$ cat src/rtl/alarm_pkg.sv
// Shared keypad/alarm types and constants.
// Also imported by the alarm controller.
package alarm_pkg;

    localparam int DIGIT_W = 4;
    localparam logic [15:0] DEFAULT_CODE = 16'h1234;

    typedef enum logic [2:0] {
        KP_IDLE  = 3'd0,
        KP_ENTRY = 3'd1,
        KP_CHECK = 3'd2,
        KP_EXIT  = 3'd3,
        KP_LOCK  = 3'd4
    } kp_state_t;

    function automatic int max3(input int a, input int b, input int c);
        int m;
        m = (a > b) ? a : b;
        return (m > c) ? m : c;
    endfunction

endpackage

$ cat src/rtl/alarm_keypad_timer.sv
// Loadable down-counter shared by entry timeout, exit delay and lockout.
// done pulses for the single cycle in which the count reaches its last tick.
module kp_timer #(
    parameter int W = 8
) (
    input  logic         clk,
    input  logic         rst_n,
    input  logic         load,
    input  logic [W-1:0] value,
    input  logic         start,
    output logic         done
);

    logic [W-1:0] cnt_q;

    always_ff @(posedge clk or negedge rst_n) begin
        if (!rst_n) begin
            cnt_q <= '0;
        end else if (load) begin
            cnt_q <= value;
        end else if (start && cnt_q != '0) begin
            cnt_q <= cnt_q - 1'b1;
        end
    end

    assign done = start && (cnt_q == W'(1));

endmodule

$ cat src/rtl/alarm_keypad.sv
// Keypad code-entry front end driving arm/on for the alarm controller.
// Define ALARM_KEYPAD_LOCKOUT_EN to lock the keypad after MAX_FAILS failures.
module alarm_keypad
    import alarm_pkg::*;
#(
    parameter int CODE_DIGITS = 4,
    parameter logic [CODE_DIGITS*DIGIT_W-1:0] CODE = DEFAULT_CODE,
    parameter int ENTRY_TIMEOUT  = 255,
    parameter int EXIT_DELAY     = 1024,
    parameter int MAX_FAILS      = 3,
    parameter int LOCKOUT_CYCLES = 4096
) (
    input  logic               clk,
    input  logic               rst_n,
    input  logic               digit_valid,
    input  logic [DIGIT_W-1:0] digit,
    input  logic               enter,
    input  logic               clear,
    output logic               arm,
    output logic               on,
    output logic               code_ok,
    output logic               code_bad,
    output logic               lockout,
    output logic [1:0]         fail_cnt
);

    localparam int EW = CODE_DIGITS * DIGIT_W;
    localparam int CW = $clog2(CODE_DIGITS + 1);
    localparam int TW =
        $clog2(max3(ENTRY_TIMEOUT, EXIT_DELAY, LOCKOUT_CYCLES) + 1);
`ifdef ALARM_KEYPAD_LOCKOUT_EN
    localparam bit LOCK_EN = 1'b1;
`else
    localparam bit LOCK_EN = 1'b0;
`endif

    kp_state_t     state_q;
    logic [EW-1:0] entry_q;
    logic [CW-1:0] cnt_q;
    logic          bad_q;
    logic          arm_q;
    logic          on_q;
    logic          ok_q;
    logic          badp_q;
    logic [1:0]    fail_q;
`ifdef ALARM_KEYPAD_LOCKOUT_EN
    logic          lockout_q;
`endif

    logic          match;
    logic          digit_bad;
    logic          lock_hit;
    logic [1:0]    fail_inc;
    logic          tmr_load;
    logic          tmr_start;
    logic          tmr_done;
    logic [TW-1:0] tmr_val;

    // A digit above 9 poisons the entry so it can never match.
    assign digit_bad = digit > 4'd9;
    assign match     = (cnt_q == CW'(CODE_DIGITS)) && !bad_q && (entry_q == CODE);
    assign fail_inc  = (fail_q == 2'd3) ? 2'd3 : fail_q + 2'd1;
    assign lock_hit  = LOCK_EN && (int'(fail_inc) >= MAX_FAILS);
    assign tmr_start = (state_q == KP_ENTRY) || (state_q == KP_EXIT)
                    || (state_q == KP_LOCK);

    always_comb begin
        tmr_load = 1'b0;
        tmr_val  = '0;
        unique case (state_q)
            KP_IDLE, KP_ENTRY: begin
                if (!clear && digit_valid) begin
                    tmr_load = 1'b1;
                    tmr_val  = TW'(ENTRY_TIMEOUT);
                end
            end
            KP_CHECK: begin
                if (match && !arm_q) begin
                    tmr_load = 1'b1;
                    tmr_val  = TW'(EXIT_DELAY);
                end else if (!match && lock_hit) begin
                    tmr_load = 1'b1;
                    tmr_val  = TW'(LOCKOUT_CYCLES);
                end
            end
            default: ;
        endcase
    end

    kp_timer #(.W(TW)) u_timer (
        .clk  (clk),
        .rst_n(rst_n),
        .load (tmr_load),
        .value(tmr_val),
        .start(tmr_start),
        .done (tmr_done)
    );

    always_ff @(posedge clk or negedge rst_n) begin
        if (!rst_n) begin
            state_q   <= KP_IDLE;
            entry_q   <= '0;
            cnt_q     <= '0;
            bad_q     <= 1'b0;
            arm_q     <= 1'b0;
            on_q      <= 1'b0;
            ok_q      <= 1'b0;
            badp_q    <= 1'b0;
            fail_q    <= 2'd0;
`ifdef ALARM_KEYPAD_LOCKOUT_EN
            lockout_q <= 1'b0;
`endif
        end else begin
            ok_q   <= 1'b0;
            badp_q <= 1'b0;
            unique case (state_q)
                KP_IDLE: begin
                    if (!clear && digit_valid) begin
                        entry_q <= EW'(digit);
                        cnt_q   <= CW'(1);
                        bad_q   <= digit_bad;
                        state_q <= KP_ENTRY;
                    end
                end
                KP_ENTRY: begin
                    if (clear) begin
                        state_q <= KP_IDLE;
                    end else if (digit_valid) begin
                        if (cnt_q != CW'(CODE_DIGITS)) begin
                            entry_q <= {entry_q[EW-DIGIT_W-1:0], digit};
                            cnt_q   <= cnt_q + 1'b1;
                            bad_q   <= bad_q | digit_bad;
                        end
                    end else if (enter) begin
                        state_q <= KP_CHECK;
                    end else if (tmr_done) begin
                        state_q <= KP_IDLE;
                    end
                end
                KP_CHECK: begin
                    state_q <= KP_IDLE;
                    if (match) begin
                        ok_q   <= 1'b1;
                        fail_q <= 2'd0;
                        if (arm_q) begin
                            arm_q <= 1'b0;
                            on_q  <= 1'b0;
                        end else begin
                            state_q <= KP_EXIT;
                        end
                    end else begin
                        badp_q <= 1'b1;
                        fail_q <= fail_inc;
                        if (lock_hit) begin
                            state_q <= KP_LOCK;
`ifdef ALARM_KEYPAD_LOCKOUT_EN
                            lockout_q <= 1'b1;
`endif
                        end
                    end
                end
                KP_EXIT: begin
                    if (clear) begin
                        state_q <= KP_IDLE;
                    end else if (tmr_done) begin
                        arm_q   <= 1'b1;
                        on_q    <= 1'b1;
                        state_q <= KP_IDLE;
                    end
                end
                KP_LOCK: begin
                    if (tmr_done) begin
                        fail_q  <= 2'd0;
                        state_q <= KP_IDLE;
`ifdef ALARM_KEYPAD_LOCKOUT_EN
                        lockout_q <= 1'b0;
`endif
                    end
                end
                default: state_q <= KP_IDLE;
            endcase
        end
    end

    assign arm      = arm_q;
    assign on       = on_q;
    assign code_ok  = ok_q;
    assign code_bad = badp_q;
    assign fail_cnt = fail_q;
`ifdef ALARM_KEYPAD_LOCKOUT_EN
    assign lockout  = lockout_q;
`else
    assign lockout  = 1'b0;
`endif

endmodule
$ cat config.mk
export PLATFORM = sky130hd
export DESIGN_NAME = alarm_keypad
export DESIGN_NICKNAME = d
export VERILOG_FILES = /design/src/rtl/alarm_pkg.sv /design/src/rtl/alarm_keypad_timer.sv /design/src/rtl/alarm_keypad.sv
export SDC_FILE = /design/constraint.sdc
export NUM_CORES = 1
export LEC_CHECK = 0
export BUFFER_PORTS_ARGS = -buffer_cell sky130_fd_sc_hd__buf_2
export CAP_MARGIN = 20
export CORE_ASPECT_RATIO = 1.4
export CORE_MARGIN = 2
export CORE_UTILIZATION = 55
export CTS_BUF_LIST = sky130_fd_sc_hd__clkbuf_16
export CTS_CLUSTER_DIAMETER = 50
export DETAILED_ROUTE_END_ITERATION = 12
export GPL_TIMING_DRIVEN = 1
export PLACE_DENSITY = 0.74
export SLEW_MARGIN = 20
export SYNTH_ARGS = -nofsm -noshare
export SYNTH_HDL_FRONTEND = slang
export SYNTH_SLANG_ARGS = --single-unit
$ cat constraint.sdc
create_clock -name clk -period 4.3 [get_ports clk]
set_input_delay 0 -clock clk [delete_from_list [all_inputs] [get_ports clk]]
set_output_delay 0 -clock clk [all_outputs]
set_load 0.03 [all_outputs]
==> flow_summary.ini <==
[global_route]
grt_pass1_vias = 1585
antenna_found_initial = 0
overflow = 0
grtUsageTotal_pct = 21.1
grt_max_degree = 43
grt_pass1_wl_um = 7200

[yosys]
yosysTopAreaCellShare_pct = 49.5
syn_nets = 236
yosys.area.top_type = dfrtp_1
synth.ff_latch_count = 42
ys_async_sr_fraction_pct = 100
synth_cell_types = 48
ys_warn_count = 0
ys_seq_area_share_pct = 49.5
avgSynthCellArea_um2 = 9.57
synth_edf_count = 0
synth_cells = 222
synth.cell_area_mm2 = 0.00212
synthTopCellsByArea = dfrtp_1 (49%), nand2_1 (6.5%), o21ai_0 (5.7%)
synth-main-ff-cell = dfrtp_1

[clocking]
path_clk_slew_ns = 0.06
ctsResizeCount = 0
cts_buffers = 5
cts_tree = done
clk_latency_ns = 0.29
cts_sinks = 42
cts_hold_buf = 5
h-tree-depth = 2
post_cts_buffers = 0
cts.path.max_buffers = 2
cts_root_buf = clkbuf_16

[final_layout]
syn_to_final_growth_pct = 15.5
post_route_cells_drive_above_1_share_pct = 14.5
post-route-util_pct = 66.7
nets = 254
diodes = 0

[setup_path]
path_cells = or4b_1, o21bai_4, mux2_1
startpoint_type = flip-flop
startpoint = state_q[1]$_DFFE_PN0P_
r2r_start = state_q[1]$_DFFE_PN0P_
cp.required_ns = 4.46
critPathMaxStageDelay_ns = 0.78
critPathMaxFanout = 34
crit_family = simple AND/OR/NAND/NOR gates
cp-end-kind = flip-flop
critical_path_class = reg2reg
critical-path-slowest-cell = or4b_1
arrival_ns = 2.40
crit_buf_inv = 0

[die]
initial_core_util_pct = 57.8
core_area_mm2 = 0.00368
die_width_um = 56.5
fp.dieArea_mm2 = 0.00438
rows = 26
fp.dieH_um = 77.5
ios = 16

[pwr]
switchingPower_uw = 266
peakVddDrop_v = 0.000349
p_total_mw = 1.09
p_seq_share_pct = 43.0
comb_power_share_pct = 12.2
sw_frac_of_total_pct = 24.5
p_leak_nw = 1.05
internal_power_uw = 820
power_density_mw_per_mm2 = 443
power.share.clock_pct = 44.8

[timing]
tightest_slew_ns = 0.921
max-slew-margin-rel_pct = 38.6
slew_viol_final = 0
setup_ws_ns = 2.06
period_needed_ns = 2.24
timing.hold.ws_ns = 0.0792
max_freq_mhz = 447
clock_skew_ns = 0.00722
rsz0062_at_grt = no
finalCritPeriodShare_pct = 52.1
setup_tns_ns = 0
setup_violations = 0
hold_viol = 0

[routing]
wirelength_um = 4180
vias_per_cell = 5.68
drt_iter0_drc = 105
drc = 0
ant_nets = 0
wl_per_cell_um = 14.8
drtPass1Iterations = 4
num_vias = 1608

[placement]
dpl.hpwl_um = 2800
port_buffers = 14
dp_slack_ns = 1.84
gp_congestion = 0.884

[flow_run]
cap_violations = 0

[run_status]
status = finished, final reports clean

[worst_hold_path]
holdCritPathClass = in2reg
hold_path.startpoint = clear
-- stage by stage --
stage,instances,cell area (um^2)
2_1_floorplan,222,2120
3_3_place_gp,270,2200
3_5_place_dp,270,2200
4_1_cts,283,2450
5_1_grt,283,2450
6_report,283,2450
-- worst paths after layout --
check,cells after the start,to,slack (ns)
setup / recovery,3,entry_q[3]$_DFFE_PN0P_,2.06
hold / removal,4,state_q[0]$_DFFE_PN0P_,0.08
setup reg to reg,3,entry_q[3]$_DFFE_PN0P_,2.06
hold reg to reg,2,entry_q[12]$_DFFE_PN0P_,0.48
max in group asynchronous,2,entry_q[0]$_DFFE_PN0P_,3.34
min in group asynchronous,2,u_timer.cnt_q[8]$_DFFE_PN0P_,0.39
-- Yosys cell counts, drive strengths merged, types with 2 or more instances --
library cell and n:
xnor2 3, or4 3, nor3 7, nor2b 3, nand2 37, nand4b 2
a21o 2, o21bai 2, or3b 2, buf 5, ha 5, mux2 5
o21ai 27, a21oi 7, a21boi 2, and4bb 2, nor4 4, nor2 16
inv 9, clkbuf 3, nand4 5, nand3 6, a31oi 2, xor2 7
dfrtp 42, nand2b 2
-- final cells by class --
class                   count  area [um^2]
multi-input cells         163         1000
repair buffers             19          120
well taps                  42         52.6
inverters                   9         33.8
clock inverters             3         68.8
clock buffers               5          125
flip-flops and latches     42         1050
fillers                   296         1220
-- state kept, by name, indices dropped and copies added, names as in the netlist --
register and cells:
entry_q 16, arm 1, on 1, u_timer.cnt_q 13, bad_q 1, fail_cnt 2, code_bad 1, code_ok 1
cnt_q 3, state_q 3
-- tightest hold or removal path: cells and delay by family --
family | cells | cell delay, ns
buf+inv | 1 | 0.11
simple gates | 1 | 0.07
compound gates | 2 | 0.14
-- power groups by stage --
stage,Clock (mW),Sequential (mW),Combinational [mW]
finish,0.486,0.468,0.132
global route,0.506,0.472,0.154
detailed placement,0,0.474,0.128
CTS,0.495,0.467,0.133
global placement,0,0.471,0.126
floorplan,0,0.471,0.0912
-- per-layer routing --
layer | wire length [um] | GRT usage [%] | vias to the layer above
li1 | - | - | 805
met1 | 1670 | 24.6 | 767
met2 | 2300 | 37.7 | 29
met3 | 136 | 4.00 | 7
met4 | 72 | 7.62 | 0
met5 | 0 | 0 | -
-- cell usage in the layout (no fill, tap or decap), types with 6 or more instances in the layout --
cell type / instances
nor2_1: 15
nor3_1: 6
a21oi_1: 6
inv_1: 9
dfrtp_1: 42
o21ai_0: 24
nand3_1: 6
buf_2: 14
xor2_1: 7
nand2_1: 37
-- cells by family (layout without fill, tap and decap cells) --
| kind of cell | Yosys count | after routing | share of synthesized area [%] |
|---|---|---|---|
| AOI/OAI and AO/OA | 48 | 48 | 14.0 |
| xor gates and xnor gates | 10 | 10 | 4.12 |
| adders and majority gates | 5 | 5 | 2.94 |
| buffers and inverters | 17 | 36 | 3.71 |
| DFF | 42 | 42 | 49.5 |
| muxes | 6 | 6 | 3.12 |
| other | 1 | 1 | 0.177 |
| and+or+nand+nor | 93 | 93 | 22.4 |
No activity file was read; power rests on OpenSTA's default activity.
